--- config.mk ---
export PLATFORM = sky130hd
export DESIGN_NAME = any1_bitfield_rs_flat
export DESIGN_NICKNAME = d
export VERILOG_FILES = /design/src/rtl/any1_bitfield_rs_if.sv /design/src/rtl/any1_bitfield_rs.sv /design/src/flat_wrapper.sv
export SDC_FILE = /design/constraint.sdc
export NUM_CORES = 2
export LEC_CHECK = 0
export CORE_MARGIN = 2
export CORE_UTILIZATION = 62
export CTS_CLUSTER_DIAMETER = 80
export DETAILED_ROUTE_END_ITERATION = 6
export PLACE_DENSITY = 0.94
export SYNTH_ARGS = -nofsm -noshare
export SYNTH_HDL_FRONTEND = slang
export SYNTH_SLANG_ARGS = --single-unit
--- constraint.sdc ---
create_clock -name clk_i -period 24.3 [get_ports clk_i]
set_input_delay 3.645 -clock clk_i [delete_from_list [all_inputs] [get_ports clk_i]]
set_output_delay 3.645 -clock clk_i [all_outputs]
set_load 0.02 [all_outputs]
--- src/rtl/any1_bitfield_rs_if.sv ---
// Dispatch, result-bus and issue bundle of the bitfield reservation station.
// slave: station side; master: dispatcher/CDB/bitfield-unit side.
interface any1_bitfield_rs_if #(
    parameter int TAGW   = 5,
    parameter int DWIDTH = 64,
    parameter int IWIDTH = 32
);
    logic                  disp_v_i;
    logic                  disp_rdy_o;
    logic [IWIDTH-1:0]     disp_inst_i;
    logic [TAGW-1:0]       disp_tag_i;
    logic [3:0]            disp_opv_i;
    logic [4*DWIDTH-1:0]   disp_opd_i;
    logic [4*TAGW-1:0]     disp_opt_i;

    logic                  cdb_v_i;
    logic [TAGW-1:0]       cdb_tag_i;
    logic [DWIDTH-1:0]     cdb_val_i;

    logic                  iss_v_o;
    logic                  iss_rdy_i;
    logic [IWIDTH-1:0]     iss_inst_o;
    logic [TAGW-1:0]       iss_tag_o;
    logic [DWIDTH-1:0]     iss_a_o;
    logic [DWIDTH-1:0]     iss_b_o;
    logic [DWIDTH-1:0]     iss_c_o;
    logic [DWIDTH-1:0]     iss_d_o;

    modport slave (
        input  disp_v_i, disp_inst_i, disp_tag_i,
        input  disp_opv_i, disp_opd_i, disp_opt_i,
        input  cdb_v_i, cdb_tag_i, cdb_val_i, iss_rdy_i,
        output disp_rdy_o, iss_v_o, iss_inst_o, iss_tag_o,
        output iss_a_o, iss_b_o, iss_c_o, iss_d_o
    );

    modport master (
        output disp_v_i, disp_inst_i, disp_tag_i,
        output disp_opv_i, disp_opd_i, disp_opt_i,
        output cdb_v_i, cdb_tag_i, cdb_val_i, iss_rdy_i,
        input  disp_rdy_o, iss_v_o, iss_inst_o, iss_tag_o,
        input  iss_a_o, iss_b_o, iss_c_o, iss_d_o
    );
endinterface

--- src/rtl/any1_bitfield_rs.sv ---
// Bitfield reservation station: holds dispatched ops, snoops the CDB,
// issues the oldest ready op into a registered valid/ready issue port.
// Ports: clk_i, rst_i (sync, high), flush_i, bus (slave), count_o.
module any1_bitfield_rs #(
    parameter int NENTRIES = 4,
    parameter int TAGW     = 5,
    parameter int DWIDTH   = 64,
    parameter int IWIDTH   = 32
) (
    input  logic                          clk_i,
    input  logic                          rst_i,
    input  logic                          flush_i,
    any1_bitfield_rs_if.slave             bus,
    output logic [$clog2(NENTRIES):0]     count_o
);
    localparam int IW = $clog2(NENTRIES);
    localparam int CW = IW + 1;
    localparam logic [CW-1:0] FULL = CW'(NENTRIES);

    logic [NENTRIES-1:0] vld;
    logic [IWIDTH-1:0]   inst [NENTRIES];
    logic [TAGW-1:0]     tag  [NENTRIES];
    logic [3:0]          rdy  [NENTRIES];
    logic [DWIDTH-1:0]   val  [NENTRIES][4];
    logic [TAGW-1:0]     ptag [NENTRIES][4];
    // rank = age order among valid entries, 0 is oldest
    logic [CW-1:0]       rank [NENTRIES];
    logic [CW-1:0]       cnt;

    logic                iss_v;
    logic [IWIDTH-1:0]   iss_inst;
    logic [TAGW-1:0]     iss_tag;
    logic [DWIDTH-1:0]   iss_op [4];

    logic                found;
    logic [IW-1:0]       win;
    logic [CW-1:0]       wrank;
    logic                ffound;
    logic [IW-1:0]       fidx;
    logic                load;
    logic                acc;
    logic [CW-1:0]       nrank;

    always_comb begin
        found  = 1'b0;
        win    = '0;
        wrank  = '0;
        ffound = 1'b0;
        fidx   = '0;
        for (int i = 0; i < NENTRIES; i++) begin
            if (vld[i] && (&rdy[i]) && (!found || rank[i] < wrank)) begin
                found = 1'b1;
                win   = IW'(i);
                wrank = rank[i];
            end
            if (!vld[i] && !ffound) begin
                ffound = 1'b1;
                fidx   = IW'(i);
            end
        end
    end

    assign load  = (!iss_v || bus.iss_rdy_i) && found && !flush_i;
    assign acc   = bus.disp_v_i && (cnt != FULL) && !flush_i;
    // new entry ranks behind everything that survives this cycle
    assign nrank = cnt - CW'(load);

    always_ff @(posedge clk_i) begin
        if (rst_i || flush_i) begin
            vld   <= '0;
            cnt   <= '0;
            iss_v <= 1'b0;
            if (rst_i) begin
                iss_inst <= '0;
                iss_tag  <= '0;
                for (int k = 0; k < 4; k++) iss_op[k] <= '0;
            end
        end else begin
            for (int i = 0; i < NENTRIES; i++) begin
                for (int k = 0; k < 4; k++) begin
                    if (vld[i] && !rdy[i][k] && bus.cdb_v_i &&
                        ptag[i][k] == bus.cdb_tag_i) begin
                        rdy[i][k] <= 1'b1;
                        val[i][k] <= bus.cdb_val_i;
                    end
                end
                if (load && vld[i] && rank[i] > wrank)
                    rank[i] <= rank[i] - CW'(1);
            end
            if (load) begin
                vld[win] <= 1'b0;
                iss_v    <= 1'b1;
                iss_inst <= inst[win];
                iss_tag  <= tag[win];
                for (int k = 0; k < 4; k++) iss_op[k] <= val[win][k];
            end else if (bus.iss_rdy_i) begin
                iss_v <= 1'b0;
            end
            if (acc) begin
                vld[fidx]  <= 1'b1;
                inst[fidx] <= bus.disp_inst_i;
                tag[fidx]  <= bus.disp_tag_i;
                rank[fidx] <= nrank;
                for (int k = 0; k < 4; k++) begin
                    ptag[fidx][k] <= bus.disp_opt_i[k*TAGW +: TAGW];
                    if (bus.disp_opv_i[k]) begin
                        rdy[fidx][k] <= 1'b1;
                        val[fidx][k] <= bus.disp_opd_i[k*DWIDTH +: DWIDTH];
                    end else if (bus.cdb_v_i && bus.cdb_tag_i ==
                                 bus.disp_opt_i[k*TAGW +: TAGW]) begin
                        rdy[fidx][k] <= 1'b1;
                        val[fidx][k] <= bus.cdb_val_i;
                    end else begin
                        rdy[fidx][k] <= 1'b0;
                    end
                end
            end
            case ({acc, load})
                2'b10:   cnt <= cnt + CW'(1);
                2'b01:   cnt <= cnt - CW'(1);
                default: cnt <= cnt;
            endcase
        end
    end

    assign count_o        = cnt;
    assign bus.disp_rdy_o = (cnt != FULL);
    assign bus.iss_v_o    = iss_v;
    assign bus.iss_inst_o = iss_inst;
    assign bus.iss_tag_o  = iss_tag;
    assign bus.iss_a_o    = iss_op[0];
    assign bus.iss_b_o    = iss_op[1];
    assign bus.iss_c_o    = iss_op[2];
    assign bus.iss_d_o    = iss_op[3];
endmodule

--- src/flat_wrapper.sv ---
// flat-port wrapper written by rule: the top's interface ports become plain ports
module any1_bitfield_rs_flat 
#(
    parameter int NENTRIES = 4,
    parameter int TAGW     = 5,
    parameter int DWIDTH   = 64,
    parameter int IWIDTH   = 32
)
  (clk_i, rst_i, flush_i, count_o, bus_disp_v_i, bus_disp_inst_i, bus_disp_tag_i, bus_disp_opv_i, bus_disp_opd_i, bus_disp_opt_i, bus_cdb_v_i, bus_cdb_tag_i, bus_cdb_val_i, bus_iss_rdy_i, bus_disp_rdy_o, bus_iss_v_o, bus_iss_inst_o, bus_iss_tag_o, bus_iss_a_o, bus_iss_b_o, bus_iss_c_o, bus_iss_d_o);
  any1_bitfield_rs_if #(.TAGW(TAGW), .DWIDTH(DWIDTH), .IWIDTH(IWIDTH)) bus_i ();
  input  logic clk_i;
  input  logic rst_i;
  input  logic flush_i;
  output logic [$clog2(NENTRIES):0] count_o;
  input wire logic [$bits(bus_i.disp_v_i)-1:0] bus_disp_v_i;
  input wire logic [$bits(bus_i.disp_inst_i)-1:0] bus_disp_inst_i;
  input wire logic [$bits(bus_i.disp_tag_i)-1:0] bus_disp_tag_i;
  input wire logic [$bits(bus_i.disp_opv_i)-1:0] bus_disp_opv_i;
  input wire logic [$bits(bus_i.disp_opd_i)-1:0] bus_disp_opd_i;
  input wire logic [$bits(bus_i.disp_opt_i)-1:0] bus_disp_opt_i;
  input wire logic [$bits(bus_i.cdb_v_i)-1:0] bus_cdb_v_i;
  input wire logic [$bits(bus_i.cdb_tag_i)-1:0] bus_cdb_tag_i;
  input wire logic [$bits(bus_i.cdb_val_i)-1:0] bus_cdb_val_i;
  input wire logic [$bits(bus_i.iss_rdy_i)-1:0] bus_iss_rdy_i;
  output wire logic [$bits(bus_i.disp_rdy_o)-1:0] bus_disp_rdy_o;
  output wire logic [$bits(bus_i.iss_v_o)-1:0] bus_iss_v_o;
  output wire logic [$bits(bus_i.iss_inst_o)-1:0] bus_iss_inst_o;
  output wire logic [$bits(bus_i.iss_tag_o)-1:0] bus_iss_tag_o;
  output wire logic [$bits(bus_i.iss_a_o)-1:0] bus_iss_a_o;
  output wire logic [$bits(bus_i.iss_b_o)-1:0] bus_iss_b_o;
  output wire logic [$bits(bus_i.iss_c_o)-1:0] bus_iss_c_o;
  output wire logic [$bits(bus_i.iss_d_o)-1:0] bus_iss_d_o;
  assign bus_i.disp_v_i = bus_disp_v_i;
  assign bus_i.disp_inst_i = bus_disp_inst_i;
  assign bus_i.disp_tag_i = bus_disp_tag_i;
  assign bus_i.disp_opv_i = bus_disp_opv_i;
  assign bus_i.disp_opd_i = bus_disp_opd_i;
  assign bus_i.disp_opt_i = bus_disp_opt_i;
  assign bus_i.cdb_v_i = bus_cdb_v_i;
  assign bus_i.cdb_tag_i = bus_cdb_tag_i;
  assign bus_i.cdb_val_i = bus_cdb_val_i;
  assign bus_i.iss_rdy_i = bus_iss_rdy_i;
  assign bus_disp_rdy_o = bus_i.disp_rdy_o;
  assign bus_iss_v_o = bus_i.iss_v_o;
  assign bus_iss_inst_o = bus_i.iss_inst_o;
  assign bus_iss_tag_o = bus_i.iss_tag_o;
  assign bus_iss_a_o = bus_i.iss_a_o;
  assign bus_iss_b_o = bus_i.iss_b_o;
  assign bus_iss_c_o = bus_i.iss_c_o;
  assign bus_iss_d_o = bus_i.iss_d_o;
  any1_bitfield_rs #(.NENTRIES(NENTRIES), .TAGW(TAGW), .DWIDTH(DWIDTH), .IWIDTH(IWIDTH)) u_core (.clk_i(clk_i), .rst_i(rst_i), .flush_i(flush_i), .bus(bus_i), .count_o(count_o));
endmodule
==> impl_results.md <==
* Status: complete, but fails checks
* Violated checks: DRC
* Number of max-cap violations at 0
* Worst EP arrival at around 11000 ps
* Post-route setup TNS at 0 ps
* Post-synth top flop: edfxtp_1
* Syn Nets at 5642
* Yosys cell types at between 50 and 60
* Crit-path max cell delay at 920 ps
* Initial DRT Pass Iterations at 7
* Most frequent cells in the layout: edfxtp_1, mux2_2, nand2_1
* Most common cell after layout, fill and taps aside: edfxtp_1
* Area delta synth->final at 17.7%
* Vias per cell at 7.02
* IO Port Bufs at around 700
* CTS tree: yes
* P_leak at roughly 0.029 µW
* CTS Buffer Depth at 3
* Worst EP required at between 20000 and 25000 ps
* Post-synth EDFFs at between 1500 and 2000
* Routed len/inst at 31.7 µm
* Final Worst Setup Slack at around 14000 ps
* Worst Hold Depth at 1
* Slew @ Worst Pin at approximately 1300 ps
* Post-synth top area share at between 60% and 70%
* Avg Cell Area, Syn at between 10 and 15 µm²
* Syn. warnings at 0
* CTS resizes at 0
* Element type at the critical path end: flop
* Post-place setup slack at ~14000 ps
* Largest net degree at the start of global routing at 238
* Clk pwr share at approximately two fifths
* Number of global-route vias before repair at about 52000
* Slowest cell on crit path: buf_4
* CTS buffer count at roughly 160
* 1st-iter DRT viols at roughly 9000
* Final Hold Viols at 0
* First-pass GRT wire length at ~340 mm
* FF-to-FF path depth at 26
* H-tree Lvls at 4
* Clk_lat worst skew at about 800 ps
* Post-DP HPWL at approximately 130 mm
* Count of state elements after synthesis at roughly 1600
* Final GP Congestion at 0.871
* Endpoints failing setup at 0
* Critical Path Source Type: flop
* VDD IR-drop max at approximately 0.000065 V
* Clock transition at path regs at 60 ps
* Critical path type: reg -> reg
* Via count at ~52000
* Sw Share at between 20% and 30%
* Chip width at ~350 µm
* Final min period at 10250 ps
* Initial antenna violation count at 80
* Hold buffers post-CTS at 0
* Layout cells sized above 1 at 23.7%
* Sequential share of the synthesized area at approximately 65%
* Post CTS Setup Buffer Count at 0
* Worst rel slew slack at roughly a tenth
* CTS Sinks at 1581
* Total grt overflow at 0
* Fmax at 97.6 MHz
* Starting Density at between 60% and 70%
* Cell Rows at around 130
* CP Max Fanout at 164
* Die height at about 350 µm
* Top cell type by total area after synthesis: edfxtp_1
* Gate Count Post-Synth at approximately 5200
* # DRC at 1
* Final #Nets at 6112
* Final Max Tran Viols at 0
* Unrepaired setup endpoints after global routing: no
* IO Count at 690
* Hold Crit Class: reg -> reg
* CORE AREA at between 0.1 and 0.15 mm²
* Cell Int Power at between 4000 and 5000 µW
* Post-synth ARST share at 0%
* Cell Area, Synth at approximately 0.073 mm²
* Logic pwr share at 6.2%
* PD cells at approximately 68 mW/mm²
* Sequential power share at between 50% and 60%
* Clk root buf: clkbuf_16
* # fillers at around 6500
* Synth area leaders: edfxtp_1, mux2_2, nand2_1
* Tot GR Track Use at 38.1%
* Final Routed Wirelength at 235 mm
* Net Sw Power at between 1000 and 1500 µW
* Period utilization at approximately 42%
* Die ar. at 0.120 mm²
* Final Skew at ~42 ps
* Routed Antenna Nets at 0
==> flip-flops by register name, summed over array words and instances, names as in the netlist <==
| register | count |
|---|---|
| u_core.bus.iss_inst_o | 32 |
| u_core.bus.iss_tag_o | 5 |
| u_core.bus.iss_v_o | 1 |
| u_core.count_o | 3 |
| u_core.inst | 128 |
| u_core.iss_op | 256 |
| u_core.ptag | 80 |
| u_core.rank | 12 |
| u_core.rdy | 16 |
| u_core.tag | 20 |
| u_core.val | 1024 |
| u_core.vld | 4 |
==> worst paths after layout <==
kind / to / slack, ps / from
max: u_core.iss_op[3][37] / 14050 / u_core.vld[0]
min: u_core.rdy[0][1] / 510 / u_core.rdy[0][1]
max reg2reg: u_core.iss_op[3][37] / 14050 / u_core.vld[0]
min reg2reg: u_core.rdy[0][1] / 510 / u_core.rdy[0][1]
==> through the flow <==
step | power [µW] | hold slack (ps) | std cells | utilization (%) | area, µm²
after floorplan | 3280 | 451 | 5224 | - | 72800
after global placement | 3440 | 467 | 7057 | 69.2 | 80500
after detailed placement | 3460 | 482 | 7057 | 69.2 | 80500
after CTS | 5840 | 498 | 7347 | 73.6 | 85600
after global routing | 5970 | 518 | 7402 | 73.7 | 85700
final | 5860 | 511 | 7412 | 73.7 | 85800
==> per-layer routing <==
| metal | vias up | GRT usage [%] | share of wire (%) |
|---|---|---|---|
| met3 | 1005 | 11.7 | 14 |
| met4 | 34 | 27.5 | 6.8 |
| met5 | - | 0 | 0.089 |
| met2 | 4890 | 59.8 | 47 |
| met1 | 25284 | 44.8 | 32 |
| li1 | 20821 | - | - |
==> layout make-up <==
| class | count | area [µm²] | share of cell area [%] |
|---|---|---|---|
| Antenna cell | 65 | 163 | 0.190 |
| Clock buffer | 184 | 4090 | 4.77 |
| Clock inverter | 106 | 1020 | 1.18 |
| Inverter | 18 | 67.6 | 0.0788 |
| Multi-Input combinational cell | 3175 | 23800 | 27.7 |
| Sequential cell | 1581 | 47200 | 55.1 |
| Tap cell | 1524 | 1910 | 2.22 |
| Timing Repair Buffer | 759 | 7500 | 8.74 |
==> kinds of logic (layout without fill, tap and decap cells) <==
kind of cell    count (synthesis)  count (layout)  share of synthesized area, %
buf+inv                       468            1067                          2.94
other cells                     0              65                             0
xor+xnor                      107             107                          1.29
fa+ha+maj                      26              26                         0.457
flops                        1581            1581                          64.8
simple gates                 1049            1049                          5.68
compound gates                959             959                          8.83
mux                          1034            1034                          16.0
==> cells in the mapped netlist (all sizes together), types with 2 or more instances <==
cell,instances
nor4,21
o21a,6
a31o,4
a31oi,16
and2,4
nand2b,6
ha,25
clkbuf,302
nor2b,7
mux2,1026
or2,2
a41o,3
inv,18
a221o,2
o311ai,2
and3,8
buf,148
edfxtp,1557
a211oi,2
xnor2,8
nor2,28
a311o,291
a21oi,593
mux2i,8
a32o,2
o21ai,25
or3,2
nand3,22
nor3,3
xor2,99
a21o,2
a22oi,3
nand2,941
dfxtp,24
==> power by group through the flow <==
stage	Sequential, µW	Combinational (µW)	Clock [µW]
floorplan	3130	145	0
global placement	3110	333	0
detailed placement	3110	348	0
CTS	3050	356	2430
global route	3050	379	2540
finish	3050	364	2450
==> critical path: cells and delay by family (launching register included) <==
family | cells | cell delay [ps]
buffers and inverters | 4 | 3140
adder cells (fa/ha/maj) | 3 | 980
flip-flops | 1 | 510
AO/OA/AOI/OAI | 10 | 3200
AND/OR/NAND/NOR | 9 | 1760
Power figures use the tool's default switching activity.
